**src/rtl/common_word_packer_w_valid.sv**
```systemverilog
// -----------------------------------------------------------------------------
// common_word_packer_w_valid
//
// Packs a stream of narrow, valid-qualified words into full-width blocks for a
// GHASH datapath. The first word of a block lands in the MSBs (GCM big-endian
// block order). A frame's final partial block is zero-padded. Each finished
// block is presented with a single-cycle o_valid pulse one clock after the
// completing word is accepted. No backpressure: one word per cycle.
//
// Ports
//   clock     : rising-edge clock for all logic
//   i_reset   : asynchronous active-high reset
//   i_data    : input word (NB_WORD bits)
//   i_valid   : i_data valid this cycle
//   i_sof     : start of frame (qualified by i_valid)
//   i_eof     : last word of frame (qualified by i_valid)
//   o_data    : assembled block (NB_WORD*N_WORDS bits), held between pulses
//   o_valid   : one-cycle pulse, o_data carries a new block
//   o_last    : the block in o_data closes the frame
//   o_nwords  : number of real words in o_data (1..N_WORDS)
//   o_drop    : one-cycle pulse when an SOF discards a partial block
// -----------------------------------------------------------------------------
module common_word_packer_w_valid #(
    parameter int NB_WORD   = 32,
    parameter int N_WORDS   = 4,
    parameter int NB_NWORDS = 3
) (
    input  logic                         clock,
    input  logic                         i_reset,
    input  logic [NB_WORD-1:0]           i_data,
    input  logic                         i_valid,
    input  logic                         i_sof,
    input  logic                         i_eof,
    output logic [NB_WORD*N_WORDS-1:0]   o_data,
    output logic                         o_valid,
    output logic                         o_last,
    output logic [NB_NWORDS-1:0]         o_nwords,
    output logic                         o_drop
);

    localparam int NB_DATA = NB_WORD * N_WORDS;
    localparam int CNT_W   = (N_WORDS > 1) ? $clog2(N_WORDS) : 1;

    // State and output registers
    logic [CNT_W-1:0]     cnt_q,    cnt_d;
    logic [NB_DATA-1:0]   buf_q,    buf_d;
    logic [NB_DATA-1:0]   data_q,   data_d;
    logic                 valid_q,  valid_d;
    logic                 last_q,   last_d;
    logic [NB_NWORDS-1:0] nwords_q, nwords_d;
    logic                 drop_q,   drop_d;

    // Write position and buffer base: an SOF restarts the block at slot 0
    // from an empty buffer, discarding anything collected so far.
    logic [CNT_W-1:0]   wpos;
    logic [NB_DATA-1:0] base;
    logic [NB_DATA-1:0] merged;
    logic               complete;

    assign wpos     = i_sof ? '0 : cnt_q;
    assign base     = i_sof ? '0 : buf_q;
    assign complete = i_valid && ((wpos == CNT_W'(N_WORDS - 1)) || i_eof);

    // Buffer with the incoming word dropped into its slot; slot 0 is the MSBs.
    genvar gi;
    generate
        for (gi = 0; gi < N_WORDS; gi = gi + 1) begin : g_slot
            assign merged[NB_DATA-1-gi*NB_WORD -: NB_WORD] =
                (wpos == CNT_W'(gi)) ? i_data : base[NB_DATA-1-gi*NB_WORD -: NB_WORD];
        end
    endgenerate

    always_comb begin
        cnt_d    = cnt_q;
        buf_d    = buf_q;
        data_d   = data_q;
        valid_d  = 1'b0;
        last_d   = last_q;
        nwords_d = nwords_q;
        drop_d   = 1'b0;
        if (i_valid) begin
            drop_d = i_sof && (cnt_q != '0);
            if (complete) begin
                data_d   = merged;
                valid_d  = 1'b1;
                last_d   = i_eof;
                nwords_d = NB_NWORDS'(wpos) + NB_NWORDS'(1);
                // Clearing here is what zero-pads the next block's unused slots.
                cnt_d    = '0;
                buf_d    = '0;
            end else begin
                cnt_d = wpos + CNT_W'(1);
                buf_d = merged;
            end
        end
    end

    always_ff @(posedge clock or posedge i_reset) begin
        if (i_reset) begin
            cnt_q    <= '0;
            buf_q    <= '0;
            data_q   <= '0;
            valid_q  <= 1'b0;
            last_q   <= 1'b0;
            nwords_q <= '0;
            drop_q   <= 1'b0;
        end else begin
            cnt_q    <= cnt_d;
            buf_q    <= buf_d;
            data_q   <= data_d;
            valid_q  <= valid_d;
            last_q   <= last_d;
            nwords_q <= nwords_d;
            drop_q   <= drop_d;
        end
    end

    assign o_data   = data_q;
    assign o_valid  = valid_q;
    assign o_last   = last_q;
    assign o_nwords = nwords_q;
    assign o_drop   = drop_q;

endmodule

```
**config.mk**
```make
export PLATFORM = sky130hd
export DESIGN_NAME = common_word_packer_w_valid
export DESIGN_NICKNAME = d
export VERILOG_FILES = /design/src/rtl/common_word_packer_w_valid.sv
export SDC_FILE = /design/constraint.sdc
export NUM_CORES = 1
export LEC_CHECK = 0
export CAP_MARGIN = 30
export CORE_UTILIZATION = 30
export CTS_BUF_LIST = sky130_fd_sc_hd__clkbuf_8 sky130_fd_sc_hd__clkbuf_16
export CTS_CLUSTER_DIAMETER = 150
export DETAILED_ROUTE_END_ITERATION = 8
export MAX_ROUTING_LAYER = met4
export PLACE_DENSITY = 0.51
export SKIP_LAST_GASP = 1
export SYNTH_ARGS = -nofsm -noshare
export SYNTH_HDL_FRONTEND = slang
export SYNTH_SLANG_ARGS = --single-unit
```
**constraint.sdc**
```tcl
create_clock -name clock -period 15.6 [get_ports clock]
set_input_delay 3.12 -clock clock [delete_from_list [all_inputs] [get_ports clock]]
set_output_delay 3.12 -clock clock [all_outputs]
set_load 0.1 [all_outputs]
```
==> Yosys cells after proc, flatten, opt, wreduce, memory -nomap -nowiden <==
Index checks and enable logic that the tools add are counted.
Widths: inputs -> output; s select.
{ "word_totals": {"register_bits": 264, "inputBits": 37, "out_inout_bits": 134, "elab_cells": 29} }
{ "classes": {"n_addsub": 2, "n_eq_ne": 3, "n_mux": 11, "n_reduce_logical": 6} }
{ "op_table": {"columns": ["op", "count"], "rows": [
  ["$mux 128", 2],
  ["$mux 32", 4],
  ["$eq 2x2->1 const B", 2],
  ["$mux 2", 2],
  ["$add 2x1->3 const B", 1],
  ["$mux 1", 3],
  ["$add 2x1->2 const B", 1],
  ["$eq 2x1->1 const B", 1],
  ["$logic_and 1x1->1", 2],
  ["$logic_not 2->1", 1],
  ["$reduce_and 2->1", 1],
  ["$reduce_bool 2->1", 1],
  ["$logic_or 1x1->1", 1]
]} }

==> Depth between registers and ports, before layout <==
Gate-level depths: netlist of run 1.
{ "depth": {"ltp_word": 6, "ltp_mapped": 8, "depth_no_buf": 4} }

==> Worst setup path before layout of run 1 <==
Ideal clock, no wire load.
{ "synth_timing": {"kind": "input to register", "startpoint": "in i_sof", "endpoint": "reg data_q[65] (netlist: o_data[65])", "setup_time_ns": 0.134, "arrival_time_ns": 4.078, "required_time_ns": 15.466, "slack_ns": 11.388, "cell_stages": 7, "n_path_buf": 3, "path_cell_list": "buf_2 nor3b_2 buf_2 buf_2 nor3b_1 a21oi_1 o21ai_0"} }
{ "synth_between": {"elab_chain_cells": 5, "word_cells_on_any_way": 8, "cone_classes": "eq/ne: 2; mux: 3; reduce/logical: 3"} }
{ "synth_lines": {"columns": ["element", "line_no", "source"], "rows": [
  ["from (decl)", "32", "input logic i_sof,"],
  ["$mux 2", "60", "assign wpos = i_sof ? '0 : cnt_q;"],
  ["$eq 2x2->1", "62", "assign complete = i_valid && ((wpos == CNT_W'(N_WORDS - 1)) || i_eof);"],
  ["$logic_or 1x1->1", "62", null],
  ["$logic_and 1x1->1", "62", null],
  ["$reduce_and 2->1 (no source line)", null, null],
  ["to (signal assigned)", "110", "data_q <= data_d;"],
  ["to (decl)", "47", "logic [NB_DATA-1:0] data_q, data_d;"]
]} }
Several ways; a longest one is shown, not always the timed one.
A chain may end at the register's enable or synchronous reset.

==> Worst setup path after layout of run 1 <==
{ "layout_timing": {"startpoint": "in i_sof", "endpoint": "reg data_q[22] (netlist: o_data[22])"} }
{ "layout_between": {"elab_chain_cells": 5, "word_cells_on_any_way": 7, "cone_classes": "eq/ne: 1; mux: 3; reduce/logical: 3"} }
{ "layout_lines": {"columns": ["element", "line_no"], "rows": [
  ["$mux 2", "60"],
  ["$eq 2x2->1", "62, 69"],
  ["$logic_or 1x1->1", "62"],
  ["$logic_and 1x1->1", "62"],
  ["$reduce_and 2->1 (no source line)", null]
]} }
Several ways; a longest one is shown, not always the timed one.

==> results list, run 1 <==
- Via density: slightly below 5
* Top library cells by usage in the layout, fill and taps aside: dfrtp_1 (264), clkdlybuf4s50_1 (169), nand2_1 (137)
- Clk Latency, worst-skew pair: 0.53 ns
* Total cell area at the placement stage: between 10000 and 15000 µm²
* Number of hold violations in the final report: 0
- The floorplan step defined a die boundary enclosing 37600 µm².
- Initial DRC Count: 527
* Async set-or-reset flop fraction in the synthesized netlist: 100%
- Area inside the core boundary: 35900 µm²
- Worst-case clock buffer depth: 3
- The critical path is of the in -> reg type.
- The routed design could run at a clock period as short as 6.02 ns.
* Area fraction in compound gates after synthesis: 17.9%
- 1st-pass router iterations: 4
- Setup violation total in the final timing report: 0
- Summing the areas of all and, or, nand and nor instances in the mapped netlist gives 11.7% of the synthesized area.
* Netlist area before placement: 11000 µm²
- Setup slack closes at 9.58 ns.
- EDFF count, synth: 0
* Post-DRT Antenna Nets: 0
* Crit path required time: 15.98 ns
- CTS root buffer: clkbuf_16
- Hold WC Path Type: reg -> reg
- In this run, post-CTS repair resized a total of 0 instances.
* Die width: 194 µm
- Post-Route WL: 30.9 mm
- After detailed routing, the number of remaining DRC violations is 0.
- Share of synthesized area spent on multiplexers: 5.80%
- Count of warnings emitted by yosys: 0
- Post-placement worst setup slack: 8.98 ns
- Final Slew Violations: 0
- Pin count of the biggest net entering global routing: 131
- Proportion of layout cells with a drive suffix above 1: slightly below 7%
- At the end of the flow the core is filled with cells to 39.3%.
* Post-Route Setup TNS: 0 ns
- Overall power: 1.79 mW
- Deepest level of the CTS H-tree: 1
- Initial Util: 30.8%
- In the global route stage, overall resource usage came out at 16.8%.
- Type of element capturing the critical path: flip-flop
- After synthesis, the netlist uses 34 different library cells.
* Clock input transition at the sequential cells of the worst setup and hold paths: 0.05 ns
* Portion of the post-synthesis area used by sequential elements: 59.8%
* Inserted Clock Buffers: 29
* Fmax achieved: 166 MHz
* # hold bufs at CTS: 0
- XOR/XNOR Fraction of Synth Area: 0.0793%
- In this run the worst path has a maximum fanout of 66.
- The first global-routing pass estimated 48.7 mm of wire.
- Yosys reg bits: 264
- Most common cell after layout, fill and taps aside: dfrtp_1
* Area Overhead vs Synth: 27.8%
- By area, the combinational part of the netlist is dominated by compound AO/OA/AOI/OAI gates.
- After global routing the overflow that remains totals 0.
- Maximum clock skew at final layout: 0.00880 ns
- Die extent in y: 194 µm
* Clock Sinks: between 200 and 300
- P per Cell Area: 127 nW/µm²
- Routability-driven placement finished with a final weighted congestion of 0.694.
* Initial antenna violation count: 0
- Num rows: a little under 70
- In this run the mean area of a mapped cell was around 11 µm².
- Reg area: 6610 µm²
- Max rail drop VDD: 0.0860 mV
- Post-Synthesis Net Count: 1001
* Number of nets in the final layout: approximately 1.1k
- Number of top-level pins: 171
* Vias in the first global route: 7803
- Max-cap violations in this run came to 0.
- Leading register cell type out of synthesis: dfrtp_1
- Area taken by multi-input logic gates: around 4000 µm²
- Total setup buffers inserted after CTS: 0
* Layout filler cell count: around 3.5k
* Crit path DAT: around 6.4 ns
- After routing the design area is 14100 µm².
- Via Count: 7837
- In the final routed layout, each cell accounts on average for about 20 µm.
* TritonCTS clock tree: done
- Period Utilization, post-route: roughly two fifths
* Pleak: 6.17 nW
- The worst setup path is launched from an input port.
* Setup repair after global routing missed its margin: no
- Slew margin rel.: 31.9%
- Actual slew at the worst max-slew pin: 1.02 ns
* Number of input and output port buffers inserted: 170
- Synthesis produced a netlist whose cell count is 964.
- Half-perimeter wire length after detailed placement: 18.9 mm
- Summing the areas of all fa, ha and maj instances in the mapped netlist gives 0% of the synthesized area.
- The number of antenna diodes in the final layout is 0.
* Outcome: completed
-- synthesized netlist by cell type, types with 2 or more instances --
| master | n | area, µm² |
|---|---|---|
| dfrtp_1 | 264 | 6610 |
| buf_4 | 7 | 52.6 |
| clkbuf_1 | 23 | 86.3 |
| mux2i_1 | 64 | 641 |
| clkbuf_2 | 2 | 10.0 |
| o21ai_0 | 54 | 270 |
| nand2_1 | 137 | 514 |
| o21ai_1 | 47 | 235 |
| and2_1 | 33 | 206 |
| a22o_1 | 95 | 832 |
| buf_6 | 14 | 158 |
| o31ai_1 | 33 | 248 |
| inv_1 | 4 | 15.0 |
| nor3b_1 | 64 | 480 |
| buf_2 | 38 | 190 |
| a21oi_1 | 67 | 335 |
-- metal layers --
layer / global-route usage, % / wire [µm] / up-vias
met5: - / 0 / -
met3: 2.09 / 987 / 25
met2: 25.1 / 13700 / 143
met4: 3.12 / 357 / 0
met1: 24.6 / 15900 / 3967
li1: - / - / 3702
-- worst max-delay path: stages --
cell and delay (ns):
buf_4 0.48, and3b_4 0.50, o21ai_4 0.83, buf_4 0.56, buf_4 0.60, o21ai_0 0.20
-- where the power goes --
group          total [mW]  switching (mW)  internal (mW)
registers           0.748          0.0244          0.723
clock network       0.660           0.275          0.385
logic               0.385           0.291         0.0934
-- flip-flops by register name (all words and copies together), names as in the netlist --
signal,flops
buf_q,128
cnt_q,2
o_data,128
o_drop,1
o_last,1
o_nwords,3
o_valid,1
-- worst paths after layout --
kind / start / endpoint / slack, ns / cells past startpoint
worst max-delay path: i_sof / o_data[22]$_DFFE_PP0P_ / 9.58 / 6
min in group asynchronous: i_reset / o_data[116]$_DFFE_PP0P_ / 2.87 / 2
worst min-delay path: buf_q[9]$_DFFE_PP0P_ / buf_q[9]$_DFFE_PP0P_ / 0.47 / 1
max in group asynchronous: i_reset / o_data[43]$_DFFE_PP0P_ / 10.21 / 5
worst min register to register: buf_q[9]$_DFFE_PP0P_ / buf_q[9]$_DFFE_PP0P_ / 0.47 / 1
worst max register to register: cnt_q[1]$_DFFE_PP0P_ / o_data[22]$_DFFE_PP0P_ / 12.04 / 5
-- through the flow --
stage | instances | hold WS (ns)
5_1_grt | 1583 | 0.489
4_1_cts | 1581 | 0.481
3_3_place_gp | 1521 | 0.461
2_1_floorplan | 964 | 0.444
6_report | 1583 | 0.475
3_5_place_dp | 1528 | 0.463
-- cell families (layout without fill, tap and decap cells) --
family | count (synthesis) | in the layout
flops | 264 | 264
compound gates | 302 | 302
simple gates | 244 | 244
mux | 64 | 64
xor+xnor | 1 | 1
buf+inv | 89 | 247
-- cell type report --
class | count | share of cell area, %
flip-flops and latches | 264 | 46.8
multi-input cells | 611 | 28.2
repair buffers | 190 | 14.2
clock buffers | 36 | 5.82
well taps | 461 | 4.08
clock inverters | 17 | 0.718
inverters | 4 | 0.159
(Power assumes the default switching activity.)
==> inputs of run 2 (changes only) <==
--- a/config.mk
+++ b/config.mk
@@ -11,7 +11,7 @@
 export CTS_CLUSTER_DIAMETER = 150
 export DETAILED_ROUTE_END_ITERATION = 8
 export MAX_ROUTING_LAYER = met4
-export PLACE_DENSITY = 0.51
+export PLACE_DENSITY = 0.52
 export SKIP_LAST_GASP = 1
 export SYNTH_ARGS = -nofsm -noshare
 export SYNTH_HDL_FRONTEND = slang
==> constraint.sdc (replaced) <==
create_clock -name clock -period 4.88 [get_ports clock]
set_input_delay 0.976 -clock clock [delete_from_list [all_inputs] [get_ports clock]]
set_output_delay 0.976 -clock clock [all_outputs]
set_load 0.1 [all_outputs]
==> run 2 against run 1 <==
Worst hold slack about the same. Critical endpoint is now o_data[50]. Largest power group unchanged. Wire length decreased by 2.6%. Cell count increased by 0.25%. Largest cell class unchanged. Setup slack got worse by 7.8 ns. Highest routed layer unchanged.
==> results list, run 2 (synthesis results as in run 1) <==
- Post-layout utilization of the core: 40.0% (+0.72 points)
* Routed wire length on met3: 1.24 mm (+25%)
* Number of cells on the worst reg-to-reg path: 4 (-1)
* Pleak: 6.26 nW (+1.6%)
- Worst path top cell family by delay: buffers and inverters
* Post-DRT Antenna Nets: 0 (unchanged)
* M1 wire length: 15.0 mm (-5.2%)
- Logic pwr share: 21.4% (about the same)
- The global-route usage over all layers came to 16.9% (+0.031 points).
- The number of buffers between clock root and the deepest sink was 3 (unchanged).
- The final wirelength came to 30.1 mm (-2.6%).
- The power per standard cell area came to 414 nW/µm² (+230%).
- The CTS H-tree depth came to 1 (unchanged).
* Shortest period the worst path allows: around 3.1 ns
* Total DRC errors in the routed layout: 0 (unchanged)
- The leftover overflow at the end of global routing came to 0 (unchanged).
* Initial Util: 30.8% (unchanged)
- Net switching share of the total power: 32.1% (-0.83 points)
* Internal Dissipation: 4.04 mW (+240%)
- The worst setup skew after layout is 0.00833 ns (-0.000473 ns).
- The tightest slew margin relative to the limit came to 29.8% (-2.0 points).
- The maximum fanout encountered on the critical timing path is 2 (-97%).
- Cell with the largest stage delay on the worst path: clkdlybuf4s50_1
- Total setup buffers inserted after CTS: 0 (unchanged)
* Clk Latency, worst-skew pair: 0.55 ns (+0.02 ns)
* Clock Sinks: 264 (unchanged)
- Top library cells by usage in the layout, fill and taps aside: dfrtp_1 (264), clkdlybuf4s50_1 (169), nand2_1 (137)
* Half-perimeter wire length after detailed placement: 19.0 mm (+0.82%)
* 1st-pass router iterations: 4 (unchanged)
* Setup Crit Path Kind: reg -> out
- The detailed-route vias per instance came to 4.88 (-1.3%).
* Area inside the core boundary: 35900 µm² (unchanged)
- The arrival time reported for the critical path endpoint was 2.11 ns (-4.29 ns).
- The share of cells above drive strength 1 came to 7.46% (+0.69 points).
* Die extent in y: 194 µm (unchanged)
- The final routed wire length divided by cell count was 19.0 µm (-2.9%).
- The number of hold-slack violations in the final timing report was 0 (unchanged).
- TritonCTS clock tree: done
* Max rail drop VDD: 0.242 mV (+180%)
- Max-cap violations: 0 (unchanged)
- The measured slew at the worst slew-check pin is 1.05 ns (+0.0306 ns).
* Resize count post-CTS: 0 (unchanged)
- First-pass GRT wire length: 48.8 mm (+0.20%)
* Pin count of the biggest net entering global routing: 134 (+2.3%)
* # hold bufs at CTS: 0 (unchanged)
- Derived from the worst setup path, the maximum achievable clock frequency is 324 MHz.
- Cell-by-cell trace of the critical path: clkdlybuf4s50_1
- The total setup violations reported at the end of the flow is 0 (unchanged).
- STA classifies the critical path startpoint as a flip-flop.
- The critical path required time is 3.90 ns (-12.08 ns).
* Via Count: 7752 (-1.1%)
- Routability Congestion: 0.719 (+3.7%)
* Number of input and output port buffers inserted: 170 (unchanged)
* Area Overhead vs Synth: 30.2%
- The via count of the first global-routing pass was 7949 (+1.9%).
- Type of element capturing the critical path: output port
- The largest incremental delay on the critical path is 1.16 ns (+0.33 ns).
- The proportion of power drawn by the clock network is 38.4% (+1.6 points).
- Initial antenna violation count: 0 (unchanged)
- Inserted Clock Buffers: 29 (unchanged)
* Final Slew Violations: 0 (unchanged)
- The sequential cell fraction of total power was 40.2% (-1.5 points).
- The final antenna diode count was 0 (unchanged).
* Die width: 194 µm (unchanged)
* Die Footprint: 37600 µm² (unchanged)
* Number of nets in the final layout: 1143 (+0.53%)
- Setup repair after global routing missed its margin: no
- The clock slew seen by the registers of the worst setup and hold paths was 0.06 ns (about the same).
* Switching power total: 1.91 mW (+220%)
* Outcome: completed
- CTS root buffer: clkbuf_16
* Count of buffer and inverter cells on the critical path: 1 (-2)
- The count of routing violations after the opening detailed-route iteration was 445 (-16%).
- Routed met2 length: 13.3 mm (-2.7%)
- Number of top-level pins: 171 (unchanged)
- Period Utilization, post-route: roughly 63%
* Number of cells on the worst hold path: 1 (unchanged)
- The total negative slack was 0 ns (unchanged).
- Crit. path cell count: 1 (-5)
- The highest metal layer carrying signal wires in the routed design is met4.
- Most common cell after layout, fill and taps aside: dfrtp_1
- The number of placement rows is 69 (unchanged).
- Hold WC Path Type: reg -> reg
* R2R setup slack: 2.35 ns (-9.69 ns)
run 2: worst paths after layout:
check                                  startpoint                     end
max in group asynchronous                 i_reset  o_data[68]$_DFFE_PP0P_
min in group asynchronous                 i_reset  o_data[85]$_DFFE_PP0P_
min reg2reg                 buf_q[25]$_DFFE_PP0P_   buf_q[25]$_DFFE_PP0P_
max reg2reg                  cnt_q[1]$_DFFE_PP0P_  o_data[36]$_DFFE_PP0P_
max                        o_data[50]$_DFFE_PP0P_              o_data[50]
min                         buf_q[25]$_DFFE_PP0P_   buf_q[25]$_DFFE_PP0P_
run 2: metrics by stage:
step | instance area (µm²) | hold slack (ns) | total power [mW] | worst slack [ns] | std cells
final | 14400 | 0.475 | 5.95 | 1.79 | 1587
after detailed placement | 13400 | 0.463 | 3.72 | 1.59 | 1535
after global placement | 13100 | 0.461 | 3.65 | 1.64 | 1524
after CTS | 14400 | 0.479 | 6.02 | 1.75 | 1586
after global routing | 14400 | 0.497 | 6.18 | 1.74 | 1587
after floorplan | 11100 | 0.444 | 3.31 | 0.420 | 964
run 2: power by group through the flow:
stage,sequential [mW],clock (mW),combinational [mW]
2_1_floorplan,3.00,0,0.305
3_3_place_gp,2.43,0,1.22
3_5_place_dp,2.43,0,1.29
4_1_cts,2.39,2.34,1.29
5_1_grt,2.41,2.43,1.34
6_report,2.39,2.28,1.28
run 2: per-layer routing:
layer / track usage, % / vias to the layer above
met2: 25.4 / 132
met1: 23.8 / 3866
met4: 3.64 / 0
met5: - / -
met3: 2.78 / 39
li1: - / 3715
run 2: area by class of cell:
class	count	area [µm²]
Inverter	4	18.8
Sequential cell	264	6610
Clock buffer	36	822
Clock inverter	15	173
Tap cell	461	577
Timing Repair Buffer	196	2200
Multi-Input combinational cell	611	3990
Fill cell	3480	21500
==> inputs of run 3 (changes only) <==
==> constraint.sdc (replaced) <==
create_clock -name clock -period 2.5 [get_ports clock]
set_input_delay 0.5 -clock clock [delete_from_list [all_inputs] [get_ports clock]]
set_output_delay 0.5 -clock clock [all_outputs]
set_load 0.1 [all_outputs]
==> run 3 against run 2 <==
Non-clock buffer count is 12 higher. Register-to-register slack worse by 1.9 ns. Sequential share of layout area is 1.5 points higher. Sequential cell count unchanged. First-iteration DRC count shrank 4.7%. Setup slack got worse by 1.3 ns. Cell count increased by 0.88%. Critical path depth increased by 3. Wire length is 2.9% higher. Global-route usage is 0.24 points higher. Design area fell by 3.2%. Critical path type is now reg -> reg. Highest routed layer unchanged.
==> results list, run 3 (synthesis results as in run 1) <==
- The worst register-to-register path begins at cnt_q[0]$_DFFE_PP0P_.
* Shortest period the worst path allows: between 2 and 2.5 ns
- The worst ir drop on vdd was 0.463 mV (+92%).
- The via count of the routed design is 7896 (+1.9%).
* Total cell area at the placement stage: 13000 µm² (-2.7%)
- Clock input transition at the sequential cells of the worst setup and hold paths: 0.06 ns (about the same)
* Post-layout utilization of the core: 38.8% (-1.3 points)
- The HPWL after detailed placement is 19.8 mm (+4.3%).
* Initial DRC Count: 424 (-4.7%)
- Average detailed-routed wire length per instance: 19.3 µm (+2.0%)
* Cell-by-cell trace of the critical path: and2b_2, nand2_1, nor2_4, a22o_1
- Non-Filler Cell Area, Final: 13900 µm² (-3.2%)
* Overall power: 11.2 mW (+88%)
* Layout filler cell count: 3578 (+2.8%)
- Leaving out fill and tap cells, the most frequent cell in the layout is dfrtp_1.
- Fmax achieved: 491 MHz
- Number of hold violations in the final report: 0 (unchanged)
* Worst-case clock buffer depth: 3 (unchanged)
- Crit path required time: 2.98 ns (-0.92 ns)
- Outcome: completed
- Initial Util: 30.8% (unchanged)
* Area Overhead vs Synth: 26.1%
- Top library cells by usage in the layout, fill and taps aside: dfrtp_1 (264), buf_4 (160), nand2_1 (137)
* Initial antenna violation count: 0 (unchanged)
- The detailed-route vias per instance came to 4.93 (+0.97%).
- Clock Sinks: 264 (unchanged)
- Actual slew at the worst max-slew pin: 0.951 ns (-0.0984 ns)
- Slew margin rel.: 36.5% (+6.6 points)
* Met1 capacity usage during global routing: 24.7% (+0.91 points)
* Vias in the first global route: 7984 (+0.44%)
- The leakage power came to 6.49 nW (+3.7%).
- 1st-pass router iterations: 4 (unchanged)
- The largest incremental delay on the critical path was 0.73 ns (-0.43 ns).
* Number of top-level pins: 171 (unchanged)
* Kind of start point of the critical path: flip-flop
- Met3 demand-to-capacity share in global routing: 2.77% (-0.017 points)
* Post-DRT Antenna Nets: 0 (unchanged)
- The total setup violations reported at the end of the flow came to 0 (unchanged).
- Final Slew Violations: 0 (unchanged)
- Global-route layer with the greatest usage: met2
* Total DRC errors in the routed layout: 0 (unchanged)
* Inserted Clock Buffers: 30 (+3.4%)
- Resize count post-CTS: 0 (unchanged)
- The share of cells above drive strength 1 was 20.2% (+13 points).
- Number of nets in the final layout: 1156 (+1.1%)
* Die width: 194 µm (unchanged)
- Total setup buffers inserted after CTS: 0 (unchanged)
- The hold-fix buffer count after cts was 0 (unchanged).
- Number of input and output port buffers inserted: 170 (unchanged)
* P per Cell Area: 802 nW/µm² (+94%)
- Among all stages on the critical path, the largest delay is contributed by nor2_4.
- Crit path DAT: 2.52 ns (+0.41 ns)
- Worst-path maximum fanout: 31 (+29)
- The vertical extent of the die is 194 µm (unchanged).
- TritonCTS built the clock tree.
- The global-route usage over all layers is 17.1% (+0.24 points).
- The first-pass GRT wire length came to 49.5 mm (+1.5%).
- The pin count of the biggest net entering global routing is 96 (-28%).
- Inserted Diodes: 0 (unchanged)
- Setup repair after global routing left no endpoint under its margin.
- Post-Route Setup TNS: 0 ns (unchanged)
- The placer congestion estimate was 0.716 (-0.51%).
* GR Overflow Total: 0 (unchanged)
- The clock latency of the later-clocked register in the worst-skew pair was 0.55 ns (about the same).
- The endpoint identified for the worst register-to-register timing path is buf_q[39]$_DFFE_PP0P_.
* Num rows: 69 (unchanged)
* Setup Crit Path Kind: reg -> reg
* Post-Route WL: 30.9 mm (+2.9%)
* R2R setup slack: 0.46 ns (-1.89 ns)
- The core region area is 35900 µm² (unchanged).
- Maximum clock skew at final layout: 0.00647 ns (-0.00186 ns)
- Hold WC Path Type: in -> async
- The worst reg-to-reg path cell count was 4 (unchanged).
- CTS placed an instance of clkbuf_16 at the clock tree root.
- Max-cap violations: 0 (unchanged)
- The area enclosed by the die boundary came to 37600 µm² (unchanged).
- Type of element capturing the critical path: flip-flop
* Period Utilization, post-route: 81.5%
- GR met2 Demand/Resource: 25.0% (-0.43 points)
- Deepest level of the CTS H-tree: 1 (unchanged)
[run 3: cell type report]
class / count / area, µm² / share of cell area (%)
clock buffer: 34 / 806 / 5.79
clock inverter: 19 / 120 / 0.862
inverter: 4 / 18.8 / 0.135
multi-input combinational: 611 / 3990 / 28.6
sequential: 264 / 6610 / 47.4
tap: 461 / 577 / 4.14
timing repair buffer: 208 / 1810 / 13.0
[run 3: power breakdown]
| group | internal (mW) | leakage (nW) | switching [mW] |
|---|---|---|---|
| logic | 0.537 | 2.41 | 1.82 |
| clock network | 2.38 | 0.499 | 1.76 |
| registers | 4.51 | 3.58 | 0.159 |
[run 3: through the flow]
step | hold slack (ns) | worst slack [ns] | instances
2_1_floorplan | 0.444 | -1.48 | 964
3_3_place_gp | 0.460 | 0.189 | 1548
3_5_place_dp | 0.463 | 0.137 | 1548
4_1_cts | 0.236 | 0.454 | 1601
5_1_grt | 0.252 | 0.331 | 1601
6_report | 0.258 | 0.463 | 1601
[run 3: worst max-delay path, delay by kind of cell, from the launching register on]
| family | cells | cell delay [ns] |
|---|---|---|
| and+or+nand+nor | 3 | 1.15 |
| DFF | 1 | 0.54 |
| AOI/OAI and AO/OA | 1 | 0.27 |
[run 3: worst max-delay path by stage]
stage,cells past startpoint,endpoint,start,slack [ns]
after global placement,4,buf_q[111]$_DFFE_PP0P_,i_eof,0.19
final,4,buf_q[39]$_DFFE_PP0P_,cnt_q[0]$_DFFE_PP0P_,0.46
after global routing,4,buf_q[60]$_DFFE_PP0P_,cnt_q[0]$_DFFE_PP0P_,0.33
after detailed placement,4,buf_q[39]$_DFFE_PP0P_,i_eof,0.14
after CTS,4,buf_q[60]$_DFFE_PP0P_,cnt_q[0]$_DFFE_PP0P_,0.45
after floorplan,1,buf_q[0]$_DFFE_PP0P_,i_reset,-1.48
[run 3: routing by layer]
| layer | share of wire (%) | wire (µm) | vias up |
|---|---|---|---|
| met5 | 0 | 0 | - |
| met4 | 2.1 | 663 | 0 |
| met3 | 4.8 | 1490 | 42 |
| met2 | 44 | 13600 | 179 |
| met1 | 49 | 15200 | 3946 |
| li1 | - | - | 3729 |
==> RTL edit (settings of run 2) <==
Register the inputs `i_data`, `i_valid`, `i_sof` and `i_eof` before use, cleared by the reset. The logic sees them one clock later. Comments in the files are not updated.
--- a/src/rtl/common_word_packer_w_valid.sv
+++ b/src/rtl/common_word_packer_w_valid.sv
@@ -41,6 +41,25 @@
     localparam int NB_DATA = NB_WORD * N_WORDS;
     localparam int CNT_W   = (N_WORDS > 1) ? $clog2(N_WORDS) : 1;
 
+    logic [NB_WORD-1:0] i_data_q;
+    logic i_valid_q;
+    logic i_sof_q;
+    logic i_eof_q;
+
+    always_ff @(posedge clock or posedge i_reset) begin
+        if (i_reset) begin
+            i_data_q  <= '0;
+            i_valid_q <= '0;
+            i_sof_q   <= '0;
+            i_eof_q   <= '0;
+        end else begin
+            i_data_q  <= i_data;
+            i_valid_q <= i_valid;
+            i_sof_q   <= i_sof;
+            i_eof_q   <= i_eof;
+        end
+    end
+
     // State and output registers
     logic [CNT_W-1:0]     cnt_q,    cnt_d;
     logic [NB_DATA-1:0]   buf_q,    buf_d;
@@ -57,16 +76,16 @@
     logic [NB_DATA-1:0] merged;
     logic               complete;
 
-    assign wpos     = i_sof ? '0 : cnt_q;
-    assign base     = i_sof ? '0 : buf_q;
-    assign complete = i_valid && ((wpos == CNT_W'(N_WORDS - 1)) || i_eof);
+    assign wpos     = i_sof_q ? '0 : cnt_q;
+    assign base     = i_sof_q ? '0 : buf_q;
+    assign complete = i_valid_q && ((wpos == CNT_W'(N_WORDS - 1)) || i_eof_q);
 
     // Buffer with the incoming word dropped into its slot; slot 0 is the MSBs.
     genvar gi;
     generate
         for (gi = 0; gi < N_WORDS; gi = gi + 1) begin : g_slot
             assign merged[NB_DATA-1-gi*NB_WORD -: NB_WORD] =
-                (wpos == CNT_W'(gi)) ? i_data : base[NB_DATA-1-gi*NB_WORD -: NB_WORD];
+                (wpos == CNT_W'(gi)) ? i_data_q : base[NB_DATA-1-gi*NB_WORD -: NB_WORD];
         end
     endgenerate
 
@@ -78,12 +97,12 @@
         last_d   = last_q;
         nwords_d = nwords_q;
         drop_d   = 1'b0;
-        if (i_valid) begin
-            drop_d = i_sof && (cnt_q != '0);
+        if (i_valid_q) begin
+            drop_d = i_sof_q && (cnt_q != '0);
             if (complete) begin
                 data_d   = merged;
                 valid_d  = 1'b1;
-                last_d   = i_eof;
+                last_d   = i_eof_q;
                 nwords_d = NB_NWORDS'(wpos) + NB_NWORDS'(1);
                 // Clearing here is what zero-pads the next block's unused slots.
                 cnt_d    = '0;
Check against the original RTL: not equivalent (Yosys sat finds a counterexample within 4 cycles, from zero or initial values and one cycle with i_reset high).
==> RTL edit against run 2 <==
  * First-iteration DRC count fell by 8.3%
  * Sequential cell count rose by 35
  * Wire length rose by 6.6%
  * Setup slack got worse by 14 ps
  * Power rose by 8.1%
  * Sequential share of layout area rose by 3.1 points
  * Combinational power fell by 8%
  * Synthesized cell count rose by 3.7%
  * Cell area rose by 6.2%
  * Die area rose by 7.3%
  * Synthesized area rose by 7.4%
  * Clock skew rose by 8.1 ps
==> RTL edit: results (changes against run 2) <==
status:
  status: "finished, final reports clean"
yosys:
  synthMuxAreaShare: 0.05399  # -0.003998
  synth_flop_cell: "dfrtp_1"
  synth_xor_area_frac: 0.0007381  # -0.00005467
  yosysUniqueCellTypes: 32  # -5.9%
  synthesis.nets: 1037  # +3.6%
  synth_commonest_cells: "dfrtp_1, nand2_1, a22o_1, a21oi_1, o21ai_0"
  synth-compound-area-share: 0.1675  # -0.01139
  synth-seq-area-share: 0.6305  # +0.03257
  synthTopCellsByArea: "dfrtp_1, a22o_1, mux2i_1"
  synth_cells: 1000  # +3.7%
placed_design:
  dpl.cell_count: 1622  # +5.7%
  hpwl_um: 19030  # about the same
  gp_congestion: 0.7054  # -1.9%
  place_ws_ps: 2144  # +557.8 ps
cts:
  cts_buffers: 36  # +24%
  clockBufferDepth: 3  # unchanged
  cts-htree-levels: 2  # +1
  clk_latency_ps: 520  # -30 ps
  post_cts_buffers: 0  # unchanged
cells_and_area:
  finalNonFillerCells: 1687  # +6.3%
  drive_above_1_share: 0.07357  # -0.001033
  final_nets: 1180  # +3.2%
  diodes: 0  # unchanged
hold_path:
  hold_path_end: "buf_q[21]$_DFFE_PP0P_"
  hold_start: "buf_q[21]$_DFFE_PP0P_"
critical_path:
  cp.arrival_ps: 2130  # +20 ps
  reg2reg_to: "o_data[49]$_DFFE_PP0P_"
  r2r-start: "i_sof_q$_DFF_PP0_"
  r2r_slack_ps: 2320  # -30 ps
drt:
  first_pass_iters: 4  # unchanged
  wl_um: 32070  # +6.6%
  vias: 8072  # +4.1%
  drtIter0Drc: 408  # -8.3%
power:
  p_leak_nw: 6.677  # +6.6%
  ir_drop_mv: 0.2752  # +14%
global_routing:
  track_usage: 0.1661  # -0.002522
  grt_first_pass_wirelength_um: 50890  # +4.3%
  grt_pass1_vias: 8303  # +4.5%
  grt_max_degree: 129  # -3.7%
sta:
  worstMarginPinSlew_ps: 1031  # -18.21 ps
  fin_skew_ps: 16.47  # +8.135 ps
RTL edit: layout make-up:
cell class | instances | area [um2]
Multi-Input combinational cell | 611 | 3988
Clock inverter | 26 | 172.7
Clock buffer | 38 | 939.7
Fill cell | 3746 | 23560
Inverter | 4 | 18.77
Tap cell | 518 | 648.1
Timing Repair Buffer | 191 | 2017
Sequential cell | 299 | 7486
RTL edit: where the power goes:
group,switching [mW],internal [mW],leakage [nW]
Sequential,0.115,2.62,3.99
Clock,1.03,1.49,0.603
Combinational,0.891,0.286,2.09
RTL edit: kinds of logic (layout without fill, tap and decap cells):
family	count (synthesis)	after routing
AND/OR/NAND/NOR	244	244
XOR/XNOR	1	1
multiplexers	64	64
AO/OA/AOI/OAI	302	302
flip-flops	299	299
buffers and inverters	90	259
RTL edit: worst max-delay path by stage:
stage	slack [ps]	end	from	cells past startpoint
2_1_floorplan	-70	buf_q[0]$_DFFE_PP0P_	i_reset	1
3_3_place_gp	2140	buf_q[37]$_DFFE_PP0P_	i_reset	3
3_5_place_dp	2140	buf_q[38]$_DFFE_PP0P_	i_reset	3
4_1_cts	1760	o_nwords[0]	o_nwords[0]$_DFFE_PP0P_	1
5_1_grt	1730	o_nwords[0]	o_nwords[0]$_DFFE_PP0P_	1
6_report	1780	o_nwords[0]	o_nwords[0]$_DFFE_PP0P_	1
RTL edit: metrics by stage:
stage	setup TNS (ps)	instance area [um2]	hold WS (ps)	power, mW
2_1_floorplan	-20650	11870	444.4	3.625
3_3_place_gp	0	13970	460.2	3.952
3_5_place_dp	0	14130	462.5	3.964
4_1_cts	0	15240	478.2	6.533
5_1_grt	0	15270	488.9	6.696
6_report	0	15270	473.3	6.435
RTL edit: metal layers:
| layer | wire, um | part of all wire | vias to the layer above | GRT usage |
|---|---|---|---|---|
| met4 | 538 | 0.017 | 0 | 0.04226 |
| met1 | 15980 | 0.50 | 4068 | 0.2344 |
| li1 | - | - | 3817 | - |
| met5 | 0 | 0 | - | - |
| met2 | 14170 | 0.44 | 149 | 0.2430 |
| met3 | 1377 | 0.043 | 38 | 0.03312 |
